File: config.mk
export PLATFORM = sky130hd
export DESIGN_NAME = seq_divider
export DESIGN_NICKNAME = d
export VERILOG_FILES = /design/src/rtl/seq_divider.sv
export SDC_FILE = /design/constraint.sdc
export NUM_CORES = 1
export LEC_CHECK = 0
export ABC_AREA = 1
export ABC_CLOCK_PERIOD_IN_PS = 1600
export CAP_MARGIN = 20
export CORE_MARGIN = 2
export CORE_UTILIZATION = 25
export DETAILED_ROUTE_END_ITERATION = 8
export DONT_BUFFER_PORTS = 1
export RECOVER_POWER = 25
export SLEW_MARGIN = 30
export SYNTH_ARGS = -nofsm -noshare
export SYNTH_HDL_FRONTEND = slang
export SYNTH_SLANG_ARGS = --single-unit
File: constraint.sdc
create_clock -name clk -period 1.6 [get_ports clk]
set_clock_uncertainty 0.05 [all_clocks]
set_input_delay 0.48 -clock clk [delete_from_list [all_inputs] [get_ports clk]]
set_output_delay 0.48 -clock clk [all_outputs]
set_load 0.02 [all_outputs]
File: src/rtl/seq_divider.sv
// Sequential restoring divider: one quotient bit per clock, N steps per operation.
// Optional fast divide-by-zero path enabled by defining DIVIDER_ZERO_CHECK_EN.
//
// state  | meaning
// IDLE   | waiting for start; operands sampled here
// CALC   | one restoring step per edge, N edges total
// DONE   | results valid, done pulse, returns to IDLE next edge
module seq_divider #(
   parameter int N = 4
) (
   input  logic         clk,
   input  logic         rst_n,
   input  logic         start,
   input  logic [N-1:0] dividend,
   input  logic [N-1:0] divisor,
   output logic         busy,
   output logic         done,
   output logic [N-1:0] quotient,
   output logic [N-1:0] remainder,
   output logic         div_by_zero
);

   localparam logic [1:0] S_IDLE = 2'd0;
   localparam logic [1:0] S_CALC = 2'd1;
   localparam logic [1:0] S_DONE = 2'd2;

   localparam int CW = $clog2(N);
   localparam logic [CW-1:0] LAST = CW'(N - 1);

   logic [1:0]    state;
   logic [N-1:0]  dvd;
   logic [N-1:0]  dvs;
   logic [N:0]    rem;
   logic [CW-1:0] cnt;

   logic [N+1:0]  trial;
   logic          ge;
   logic [N:0]    rem_nxt;
   logic [N-1:0]  quo_nxt;
   logic          zero_fast;

`ifdef DIVIDER_ZERO_CHECK_EN
   assign zero_fast = (divisor == '0);
`else
   assign zero_fast = 1'b0;
`endif

   // dvd shifts out dividend bits at the top and collects quotient bits at the bottom
   always_comb begin
      trial   = {rem, dvd[N-1]};
      ge      = (trial >= {2'b00, dvs});
      rem_nxt = trial[N:0];
      if (ge) begin
         rem_nxt = trial[N:0] - {1'b0, dvs};
      end
      quo_nxt = {dvd[N-2:0], ge};
   end

   always_ff @(posedge clk or negedge rst_n) begin
      if (!rst_n) begin
         state     <= S_IDLE;
         dvd       <= '0;
         dvs       <= '0;
         rem       <= '0;
         cnt       <= '0;
         quotient  <= '0;
         remainder <= '0;
      end else begin
         case (state)
            S_IDLE: begin
               if (start) begin
                  if (zero_fast) begin
                     quotient  <= '1;
                     remainder <= dividend;
                     state     <= S_DONE;
                  end else begin
                     dvd   <= dividend;
                     dvs   <= divisor;
                     rem   <= '0;
                     cnt   <= '0;
                     state <= S_CALC;
                  end
               end
            end
            S_CALC: begin
               dvd <= quo_nxt;
               rem <= rem_nxt;
               cnt <= cnt + 1'b1;
               if (cnt == LAST) begin
                  quotient  <= quo_nxt;
                  remainder <= rem_nxt[N-1:0];
                  state     <= S_DONE;
               end
            end
            S_DONE:  state <= S_IDLE;
            default: state <= S_IDLE;
         endcase
      end
   end

`ifdef DIVIDER_ZERO_CHECK_EN
   logic dbz_q;

   always_ff @(posedge clk or negedge rst_n) begin
      if (!rst_n) begin
         dbz_q <= 1'b0;
      end else if (state == S_IDLE && start && zero_fast) begin
         dbz_q <= 1'b1;
      end else if (state == S_CALC && cnt == LAST) begin
         dbz_q <= 1'b0;
      end
   end

   assign div_by_zero = dbz_q;
`else
   assign div_by_zero = 1'b0;
`endif

   assign busy = (state == S_CALC) || (state == S_DONE);
   assign done = (state == S_DONE);

endmodule

==> summary.md <==
| Metric | Value |
|---|---|
| Clk buf depth | `2` |
| Clk slew on worst S/H paths | `0.10 ns` |
| Slew @ Worst Pin | `0.619 ns` |
| Diode count | `0` |
| CTS root buffer | `clkbuf_8` |
| # DRC | `0` |
| Largest net degree at the start of global routing | `26` |
| R2R Setup Slk | `-0.03 ns` |
| I/O Buffers | `0` |
| Clock tree sinks | `25` |
| Fillers | `590` |
| Clock Power Share | `9.6%` |
| Initial antenna violation count | `0` |
| Max Cap Viol | `0` |
| Most common cell after layout, fill and taps aside | `nand2_1` |
| Most frequent cells in the layout | `nand2_1, dfrtp_1, inv_1, buf_4, nand2_2` |
| Core area | `roughly 5400 um^2` |
| Footprint of the multi-input gates | `712 um^2` |
| Failing checks | `setup timing` |
| Hold_ws | `0.308 ns` |
| Hold Crit Class | `primary input to flip-flop` |
| Syn nets | `~180` |
| Reg area | `626 um^2` |
| Global-route wire length before repair | `4960 um` |
| DR pass1 iterations | `4` |
| Top cells by area, synth | `dfrtp_1, nand2_1, ha_1` |
| Nets | `around 200` |
| Pint | `2130 uW` |
| Overflow after GRT | `0` |
| Final min period | `~1.6 ns` |
| Critical Path Sink Type | `flip-flop` |
| Cell row count | `27` |
| CP required | `~1.7 ns` |
| Wire length per cell | `between 10 and 15 um` |
| Pwr Density | `2390 nW/um^2` |
| Sw power | `between 1500 and 2000 uW` |
| Setup slack after layout | `-0.0312 ns` |
| CP Max Fanout | `7` |
| Vias per std cell | `4.21` |
| Yosys Warn Count | `0` |
| RSZ-0062 raised after global routing | `true` |
| Syn avg cell area | `8.52 um^2` |
| Total Die Area | `just over 6000 um^2` |
| Max Slew Vio Count | `0` |
| Setup TNS | `-0.134 ns` |
| # IOs | `22` |
| Crit path DAT | `approximately 1.8 ns` |
| Total GRT Usage | `10.0%` |
| Post-route antenna net violation count | `0` |
| Post-synth cell types | `25` |
| DP HPWL | `2220 um` |
| Synthesized flop and latch total | `25` |
| Synth Instances | `162` |
| CP Class | `flip-flop to flip-flop` |
| Worst VDD drop | `1010 uV` |
| Die Y-Extent | `78.3 um` |
| Startpoint types | `flip-flop` |
| Gp weighted congestion | `0.888` |
| Mapped Area | `between 1000 and 1500 um^2` |
| Clk_lat worst skew | `0.27 ns` |
| Num CTS Buffers | `3` |
| Final Setup Violations | `7` |
| Via Count | `1053` |
| Status | `finished with violations` |
| Wirelength, routed | `2840 um` |
| Die width | `78.3 um` |
| Initial Utilization | `about 26%` |
| Vias in the first global route | `about 1100` |
| Sequential area share after synthesis | `45.3%` |
| CTS tree | `done` |
| Sequential share of power | `30.9%` |
| Combinational Power Share | `59.5%` |
| Fin crit share | `102%` |
| Top-area cell type share of the netlist area | `45.3%` |
| Switching Fraction | `47.0%` |
| Cell taking the most area after synthesis | `dfrtp_1` |
| H-tree depth | `1` |
| Pleak | `around 0.00083 uW` |
| Final hold viol count | `0` |
| Layout cells sized above 1 | `between 20 and 30%` |
| Peak Freq | `slightly above 0.6 GHz` |
| Worst rel slew slack | `58.8%` |
| P&R area growth vs syn | `21.8%` |
| Initial DRC Count | `65` |
## power by group through the flow
stage / combinational (uW) / sequential (uW) / clock, uW
after global routing: 2730 / 1280 / 432
final: 2390 / 1240 / 388
after global placement: 2000 / 1230 / 0
after floorplan: 1540 / 1190 / 0
after CTS: 2180 / 1230 / 402
after detailed placement: 2040 / 1240 / 0
## synthesized netlist by cell type, drive strengths merged
cell	instances
nand2	53
dfrtp	25
inv	23
nor2	11
o21ai	11
nand3	9
ha	8
a21oi	6
nand4	4
o211ai	3
buf	2
a22o	1
a22oi	1
clkbuf	1
conb	1
fa	1
mux2	1
xor2	1
## final cells by class
cell class / instances / area share, %
multi-input combinational: 111 / 42.3
sequential: 25 / 37.2
timing repair buffer: 15 / 6.92
tap: 72 / 5.36
inverter: 23 / 5.28
clock buffer: 3 / 2.46
clock inverter: 1 / 0.446
## worst max-delay path: stages (launching register included)
cell	delay [ns]
dfrtp_1	0.38
inv_2	0.07
ha_4	0.12
inv_2	0.04
fa_2	0.38
nand3_4	0.14
nand3_4	0.12
nand2_2	0.09
nand2_2	0.05
nand2_1	0.06
nand2_1	0.05
## stage by stage
step           instance area [um^2]  power, uW  instances  util [%]  worst slack [ns]
2_1_floorplan                  1380       2730        162         -            0.0312
3_3_place_gp                   1530       3230        241      28.2           -0.0389
3_5_place_dp                   1530       3280        241      28.2           -0.0661
4_1_cts                        1640       3810        248      30.3           -0.0582
6_report                       1680       4020        250      31.1           -0.0312
5_1_grt                        1680       4440        250      31.1            -0.153
## flip-flops by register name (all words and copies together) (netlist names)
signal,count
cnt,2
dvd,4
dvs,4
quotient,4
rem,5
remainder,4
state,2
## per-layer routing
metal	routed length [um]	vias to the layer above	GRT usage, %
li1	-	546	-
met1	1410	478	14.0
met2	1250	27	16.0
met3	168	2	3.33
met4	10	0	0.526
met5	0	-	0
## worst paths after layout
check / startpoint / endpoint / cells past startpoint
setup / recovery: dvd[3] / rem[3] / 10
hold / removal: dividend[2] / dvd[2] / 2
setup reg to reg: dvd[3] / rem[3] / 10
hold reg to reg: cnt[0] / cnt[0] / 1
max in group asynchronous: rst_n / dvs[0] / 2
min in group asynchronous: rst_n / remainder[3] / 2
## what timing repair did
item | 4_1_cts | 5_1_grt
pin swaps | 7 | 7
setup buffers | 1 | 2
hold endpoints to repair | 25 | 0
hold buffers | 2 | 0
gates resized for setup | 6 | 18
cloned | 0 | 0
endpoints found under the setup margin | 10 | 16
## cells by family after synthesis
family | after synthesis | share of synthesized area, %
and+or+nand+nor | 77 | 27.4
buffers and inverters | 26 | 7.89
DFF | 25 | 45.3
AOI/OAI and AO/OA | 22 | 8.98
adders and majority gates | 9 | 8.70
other | 1 | 0.272
xor gates and xnor gates | 1 | 0.635
muxes | 1 | 0.816
No activity file was read; power rests on OpenSTA's default activity.
